File: src/rtl/pipeline_flush_ctrl.sv
// End-of-image flush sequencer: waits for the pipeline to drain, flushes each
// stage in order (bounded by a per-stage timeout), then soft-resets the pipeline.
module pipeline_flush_ctrl #(
    parameter int NUM_FLUSH    = 2,
    parameter int DRAIN_CYCLES = 4,
    parameter int FLUSH_CYCLES = 4,
    parameter int TIMEOUT      = 64
) (
    input  logic                 clk,
    input  logic                 rst_n,
    input  logic                 done_image,
    input  logic [NUM_FLUSH-1:0] stage_busy,
    output logic [NUM_FLUSH-1:0] flush,
    output logic                 rst_pipeline,
    output logic                 done_flush,
    output logic                 busy,
    output logic                 timeout_err
);

    // Counter must also hold the drain count in case DRAIN_CYCLES exceeds TIMEOUT.
    localparam int CNT_MAX = (DRAIN_CYCLES > TIMEOUT) ? DRAIN_CYCLES : TIMEOUT;
    localparam int CNT_W   = $clog2(CNT_MAX + 1);
    localparam int IDX_W   = (NUM_FLUSH > 1) ? $clog2(NUM_FLUSH) : 1;

    localparam logic [CNT_W-1:0]     DRAIN_LAST = CNT_W'(DRAIN_CYCLES - 1);
    localparam logic [CNT_W-1:0]     FLUSH_MIN  = CNT_W'(FLUSH_CYCLES - 1);
    localparam logic [CNT_W-1:0]     TO_LAST    = CNT_W'(TIMEOUT - 1);
    localparam logic [IDX_W-1:0]     IDX_LAST   = IDX_W'(NUM_FLUSH - 1);
    localparam logic [NUM_FLUSH-1:0] FLUSH_ONE  = NUM_FLUSH'(1);

    typedef enum logic [1:0] {
        ST_IDLE  = 2'd0,
        ST_DRAIN = 2'd1,
        ST_FLUSH = 2'd2,
        ST_RESET = 2'd3
    } state_t;

    state_t               state_q, state_d;
    logic [IDX_W-1:0]     idx_q, idx_d;
    logic [CNT_W-1:0]     cnt_q, cnt_d;
    logic                 terr_q, terr_d;
    logic [NUM_FLUSH-1:0] flush_q, flush_d;
    logic                 rst_pipeline_q;
    logic                 done_flush_q;
    logic                 busy_q;
    logic                 sel_busy_s;
    logic                 exit_s;

    // Next-state, stage index, cycle counter and timeout flag.
    always_comb begin
        state_d    = state_q;
        idx_d      = idx_q;
        cnt_d      = cnt_q;
        terr_d     = terr_q;
        sel_busy_s = stage_busy[idx_q];
        exit_s     = ((cnt_q >= FLUSH_MIN) && !sel_busy_s) || (cnt_q == TO_LAST);
        case (state_q)
            ST_IDLE: begin
                if (done_image) begin
                    state_d = ST_DRAIN;
                    cnt_d   = '0;
                    idx_d   = '0;
                end else begin
                    state_d = ST_IDLE;
                end
            end
            ST_DRAIN: begin
                if (cnt_q == DRAIN_LAST) begin
                    state_d = ST_FLUSH;
                    cnt_d   = '0;
                    idx_d   = '0;
                end else begin
                    cnt_d = cnt_q + CNT_W'(1);
                end
            end
            ST_FLUSH: begin
                if (exit_s) begin
                    cnt_d = '0;
                    if ((cnt_q == TO_LAST) && sel_busy_s) begin
                        terr_d = 1'b1;
                    end else begin
                        terr_d = terr_q;
                    end
                    if (idx_q == IDX_LAST) begin
                        state_d = ST_RESET;
                        idx_d   = '0;
                    end else begin
                        idx_d = idx_q + IDX_W'(1);
                    end
                end else begin
                    cnt_d = cnt_q + CNT_W'(1);
                end
            end
            ST_RESET: begin
                state_d = ST_IDLE;
                cnt_d   = '0;
                idx_d   = '0;
            end
            default: begin
                state_d = ST_IDLE;
                cnt_d   = '0;
                idx_d   = '0;
            end
        endcase
    end

    // Flush pulse is decoded from the next state so the output can be registered.
    always_comb begin
        flush_d = '0;
        if ((state_d == ST_FLUSH) && (cnt_d == '0)) begin
            flush_d = FLUSH_ONE << idx_d;
        end else begin
            flush_d = '0;
        end
    end

    // State and registered outputs with synchronous active-low reset.
    always_ff @(posedge clk) begin
        if (!rst_n) begin
            state_q        <= ST_IDLE;
            idx_q          <= '0;
            cnt_q          <= '0;
            terr_q         <= 1'b0;
            flush_q        <= '0;
            rst_pipeline_q <= 1'b0;
            done_flush_q   <= 1'b0;
            busy_q         <= 1'b0;
        end else begin
            state_q        <= state_d;
            idx_q          <= idx_d;
            cnt_q          <= cnt_d;
            terr_q         <= terr_d;
            flush_q        <= flush_d;
            rst_pipeline_q <= (state_d == ST_RESET);
            done_flush_q   <= (state_q == ST_RESET);
            busy_q         <= (state_d != ST_IDLE);
        end
    end

    assign flush        = flush_q;
    assign rst_pipeline = rst_pipeline_q;
    assign done_flush   = done_flush_q;
    assign busy         = busy_q;
    assign timeout_err  = terr_q;

endmodule

File: config.mk
export PLATFORM = sky130hd
export DESIGN_NAME = pipeline_flush_ctrl
export DESIGN_NICKNAME = d
export VERILOG_FILES = /design/src/rtl/pipeline_flush_ctrl.sv
export SDC_FILE = /design/constraint.sdc
export NUM_CORES = 1
export LEC_CHECK = 0
export ABC_AREA = 0
export CORE_MARGIN = 2
export CORE_UTILIZATION = 30
export CTS_CLUSTER_SIZE = 10
export DETAILED_ROUTE_END_ITERATION = 6
export GPL_TIMING_DRIVEN = 0
export SLEW_MARGIN = 25
export SYNTH_ARGS = -nofsm -noshare
export SYNTH_HDL_FRONTEND = slang
export SYNTH_SLANG_ARGS = --single-unit
File: constraint.sdc
create_clock -name clk -period 3.1 [get_ports clk]
set_clock_uncertainty 0.2 [all_clocks]
set_input_delay 0.93 -clock clk [delete_from_list [all_inputs] [get_ports clk]]
set_output_delay 0.93 -clock clk [all_outputs]
set_load 0.005 [all_outputs]
==> impl_metrics.toml, run 1 <==
[global_routing]
antenna_found_initial = 0
first_global_vias = 776
grt_usage_pct = 13.9
grt_pass1_wl_um = 3530
globalRouteOverflowTotal = 0
grt_max_degree = 11

[clock_network]
clock-sinks = 16
htreeDepth = 1
clkSlewWorstSetupHoldPaths_ns = 0.09
numCtsBuffers = 3
cts_buffer_depth = 2
ctsResizeCount = 0
cts_tree = "yes"
clock-root-buffer = "clkbuf_4"
cts_hold_buf = 0
post_cts_buffers = 0
clk_latency_ns = 0.29

[synthesis]
async_reset_ff_share_pct = 0
avgSynthCellArea_um2 = 8.23
ys_seq_area_share_pct = 37.0
synth-seq-cells = 16
synth_ff_type = "dfxtp_1"
ys_types = 42
synth-edff-count = 0
syn-cell-area_um2 = 865
ys_warn_count = 0
syn_inst = 105
synth_nets = 111

[sta]
fin_crit_ns = 2.90
rsz0062_at_grt = "false"
finalSetupTns_ns = 0
period_share_pct = 93.6
slew_headroom_pct = 55.3
setup_viol_count_final = 0
fmaxAchievable_mhz = 345
worst_slack_ns = 0.200
report.final.hold_viol_count = 0
worst_pin_slew_ns = 0.665
drv_slew = 0

[place]
placed_area_um2 = 1000
portBuffers = 10
gp_congestion = 0.835
dp_hpwl_um = 1460
place_inst = 146
dpl_worst_slack_ns = 0.0220

[floorplanning]
fp.dieW_um = 57.7
dieArea_um2 = 3330
design.core.area_um2 = 2760
row_count = 19
ios = 11
die_y_um = 57.7
start_util_pct = 31.4

[route]
drtPass1Iterations = 4
wl_met1_um = 954
route.met2.wl_um = 895
wl_met3_um = 140
routedWlPerCell_um = 13.7
vias_per_cell = 5.63
drt_iter0_drc = 30
ant_nets = 0
wl_um = 2050
drc_errors = 0
highest_layer = "met4"
num_vias = 845

[layout]
fin_cells = 150
mostFrequentLayoutCells = "dfxtp_1, nand2_1, clkdlybuf4s50_1"
num_antenna_cells = 0
drive_above_1_share_pct = 6.72
final_cell_area_um2 = 1040
nets = 126
final_common_cell = "dfxtp_1"
area_growth_pct = 20.3

[power]
peakVddDrop_v = 0.000264
leakage_nw = 0.375
p_per_area_nw_per_um2 = 383
power_mw = 0.398

[critical_path]
cpMaxStageDelayCell = "or4_1"
end_kind = "flop"
r2r_start = "cnt_q[0]"
path_cells = "ha_1 > nand2_1 > or4b_1 > buf_6 > a31oi_1 > o211ai_1 > or4_1 > nor2b_1"
worstPathRequired_ns = 3.14
crit_arrival_ns = 2.94
crit_fanout = 9
worstSetupPathType = "flop to flop"
worst_setup_path_start_kind = "flop"
cp-startpoint = "cnt_q[0]"
cp_slowest_stage_delay_ns = 0.59

[outcome]
status = "complete, no violations"

[run]
drv_cap = 0

[worst_hold_path]
min_from = "timeout_err"
hold_class = "flop to flop"
final timing paths:
check,endpoint,slack [ns],cells after the start
hold / removal,timeout_err,0.30,2
setup reg to reg,flush[0],0.20,8
setup / recovery,flush[0],0.20,8
hold reg to reg,timeout_err,0.30,2
report_power, final:
part           total, mW  internal [mW]  switching (mW)
Sequential         0.215          0.210         0.00525
Combinational     0.0432         0.0180          0.0252
Clock              0.140         0.0717          0.0687
Total              0.398          0.299          0.0991
metrics by stage:
| step | hold WS (ns) | util (%) |
|---|---|---|
| after floorplan | 0.265 | - |
| after global placement | 0.257 | 36.4 |
| after detailed placement | 0.287 | 36.4 |
| after CTS | 0.304 | 37.7 |
| after global routing | 0.368 | 37.7 |
| final | 0.296 | 37.7 |
registers in the layout, summed over array words and instances (netlist names):
register	count
idx_q	1
busy	1
cnt_q	7
rst_pipeline	1
timeout_err	1
flush	2
state_q	2
done_flush	1
cells by family (layout without fill, tap and decap cells):
family,after synthesis,count (layout),share of synthesized area [%]
AO/OA/AOI/OAI,32,32,27.9
XOR/XNOR,2,2,2.03
adder cells (fa/ha/maj),1,1,1.45
buffers and inverters,8,22,4.49
flip-flops,16,16,37.0
multiplexers,1,1,1.16
AND/OR/NAND/NOR,45,45,25.9
critical path, delay by kind of cell, from the launching register on:
family	cells	cell delay (ns)
compound gates	2	0.39
flops	1	0.44
simple gates	4	1.31
fa+ha+maj	1	0.34
buf+inv	1	0.16
layout make-up:
cell class              instances  area [um^2]
fillers                       294         1720
multi-input cells              81          505
flip-flops and latches         16          320
repair buffers                 10          100
well taps                      31         38.8
clock buffers                   4         36.3
plain buffers                   5         27.5
inverters                       3         11.3
Yosys cell counts, types with 2 or more instances:
master | n | share of area (%)
a211oi_1 | 2 | 1.7
a21boi_0 | 2 | 1.7
a21oi_1 | 4 | 2.3
a31oi_1 | 2 | 1.4
and2_1 | 2 | 1.4
clkbuf_1 | 3 | 1.3
dfxtp_1 | 16 | 37
inv_1 | 3 | 1.3
nand2_1 | 11 | 4.8
nand3_1 | 5 | 2.9
nor2_1 | 9 | 3.9
nor2b_1 | 5 | 3.6
nor3_1 | 6 | 3.5
o21ai_0 | 5 | 2.9
o21bai_1 | 2 | 1.7
or4_1 | 2 | 1.7
metal layers:
| layer | vias up | GRT usage (%) |
|---|---|---|
| met5 | - | 0 |
| met4 | 0 | 7.64 |
| met3 | 10 | 5.13 |
| met2 | 27 | 19.8 |
| met1 | 388 | 18.1 |
| li1 | 420 | - |
Note: power is estimated with default switching activity, not from simulation.
==> run 2: changes to the inputs <==
--- a/config.mk
+++ b/config.mk
@@ -6,6 +6,7 @@
 export NUM_CORES = 1
 export LEC_CHECK = 0
 export ABC_AREA = 0
+export CAP_MARGIN = 30
 export CORE_MARGIN = 2
 export CORE_UTILIZATION = 30
 export CTS_CLUSTER_SIZE = 10
==> results of run 2 <==
The final DEF is identical to that of run 1; final timing and power are the same.
==> run 3: changes to the inputs <==
--- a/config.mk
+++ b/config.mk
@@ -8,7 +8,7 @@
 export ABC_AREA = 0
 export CAP_MARGIN = 30
 export CORE_MARGIN = 2
-export CORE_UTILIZATION = 30
+export CORE_UTILIZATION = 37
 export CTS_CLUSTER_SIZE = 10
 export DETAILED_ROUTE_END_ITERATION = 6
 export GPL_TIMING_DRIVEN = 0
@@ -16,3 +16,4 @@
 export SYNTH_ARGS = -nofsm -noshare
 export SYNTH_HDL_FRONTEND = slang
 export SYNTH_SLANG_ARGS = --single-unit
+export TNS_END_PERCENT = 100
==> run 3 against run 2 <==
Against the previous run:
- cell count fell by 2.0%
- total power hardly changed
- sequential cell count is the same
- clock-buffer cell count stayed put
- clock power barely moved
- global-route usage rose by 2.9 points
- non-clock buffer count unchanged
- critical path depth is the same
- critical path type unchanged
- highest routed layer unchanged
==> impl_metrics.toml, run 3 (synthesis gave the netlist of run 1 again) <==
[sta]
worst_slack_ns = 0.199
setup_viol_count_final = 0
fin_crit_ns = 2.90
slew_headroom_pct = 59.1
drv_slew = 0
rsz0062_at_grt = "false"
report.final.hold_viol_count = 0
period_share_pct = 93.6
holdWs_ns = 0.279
finalSetupTns_ns = 0
fmaxAchievable_mhz = 345
worst_pin_slew_ns = 0.608

[layout]
num_antenna_cells = 0
final_common_cell = "dfxtp_1"
mostFrequentLayoutCells = "dfxtp_1, nand2_1, clkdlybuf4s50_1"
nets = 126
largest_reg_flops = 7
drive_above_1_share_pct = 6.72
multiInputGateArea_um2 = 505
fin_util_pct = 46.8
layout.area.seq_um2 = 320
fillCellCount = 220
final_cell_area_um2 = 1040
regMostFlops = "cnt_q"
area_growth_pct = 19.8
fin_cells = 147

[clock_network]
clock-root-buffer = "clkbuf_4"
clkSlewWorstSetupHoldPaths_ns = 0.09
clk_latency_ns = 0.29
htreeDepth = 1
ctsResizeCount = 0
numCtsBuffers = 3
cts_tree = "yes"
cts_buffer_depth = 2
cts_hold_buf = 0
post_cts_buffers = 0
clock-sinks = 16

[critical_path]
cpMaxStageDelayCell = "or4_1"
cp_top_family = "simple AND/OR/NAND/NOR gates"
crit_buf_inv = 1
r2r_start = "cnt_q[0]"
r2r_cells = 8
crit_fanout = 9
worst_setup_path_start_kind = "flop"
reg2reg_slack_ns = 0.20
end_kind = "flop"
path_cells = "ha_1 > nand2_1 > or4b_1 > buf_6 > a31oi_4 > o311ai_1 > or4_1 > nor2b_1"
r2r-end = "flush[0]"
crit_arrival_ns = 2.93
worstSetupPathType = "flop to flop"
worstPathRequired_ns = 3.13
cp_slowest_stage_delay_ns = 0.54

[place]
portBuffers = 10
dpl_worst_slack_ns = 0.0457
place_inst = 143
dp_hpwl_um = 1460
placed_area_um2 = 1000
gp_congestion = 0.905

[power]
leakage_nw = 0.375
p_per_area_nw_per_um2 = 384
peakVddDrop_v = 0.000193
power_mw = 0.398

[route]
ant_nets = 0
drtPass1Iterations = 4
num_vias = 832
drt_iter0_drc = 26
drc_errors = 0
vias_per_cell = 5.66
wl_um = 2040
routedWlPerCell_um = 13.8

[floorplanning]
design.core.area_um2 = 2210
ios = 11
die_y_um = 52.3
dieArea_um2 = 2740
fp.dieW_um = 52.3
start_util_pct = 39.1
row_count = 17

[global_routing]
grt_usage_pct = 16.8
first_global_vias = 745
globalRouteOverflowTotal = 0
antenna_found_initial = 0
grt_max_degree = 11
grt_pass1_wl_um = 3370

[worst_hold_path]
min_from = "timeout_err"
min_to = "timeout_err"
hold_class = "flop to flop"
hold_path_depth = 2

[run]
drv_cap = 0

[outcome]
status = "complete, no violations"
run 3: worst max-delay path by stage:
stage,from,end,slack [ns],cells after the start
3_3_place_gp,stage_busy[1],flush[0],0.06,7
5_1_grt,cnt_q[0],flush[1],0.06,8
6_report,cnt_q[0],flush[0],0.20,8
3_5_place_dp,stage_busy[1],flush[0],0.05,7
2_1_floorplan,cnt_q[0],flush[0],0.55,8
4_1_cts,cnt_q[0],flush[0],0.23,8
run 3: area by class of cell:
type	instances	area share, %
sequential	16	30.9
clock buffer	4	3.50
buffer	5	2.66
inverter	3	1.09
tap	28	3.38
multi-input combinational	81	48.8
timing repair buffer	10	9.66
run 3: per-layer routing:
layer	share of wire, %	global-route usage (%)	up-vias
li1	-	-	416
met4	3.9	12.0	0
met5	0	0	-
met1	46	22.4	375
met2	44	24.2	30
met3	5.7	2.86	11
run 3: tightest hold or removal path, delay by kind of cell, from the launching register on:
family / cells / cell delay (ns)
AND/OR/NAND/NOR: 2 / 0.12
flip-flops: 1 / 0.33
run 3: where the power goes:
| part | switching, mW | internal (mW) | leakage (nW) |
|---|---|---|---|
| Combinational | 0.0253 | 0.0180 | 0.224 |
| Sequential | 0.00545 | 0.210 | 0.130 |
| Clock | 0.0683 | 0.0716 | 0.0210 |
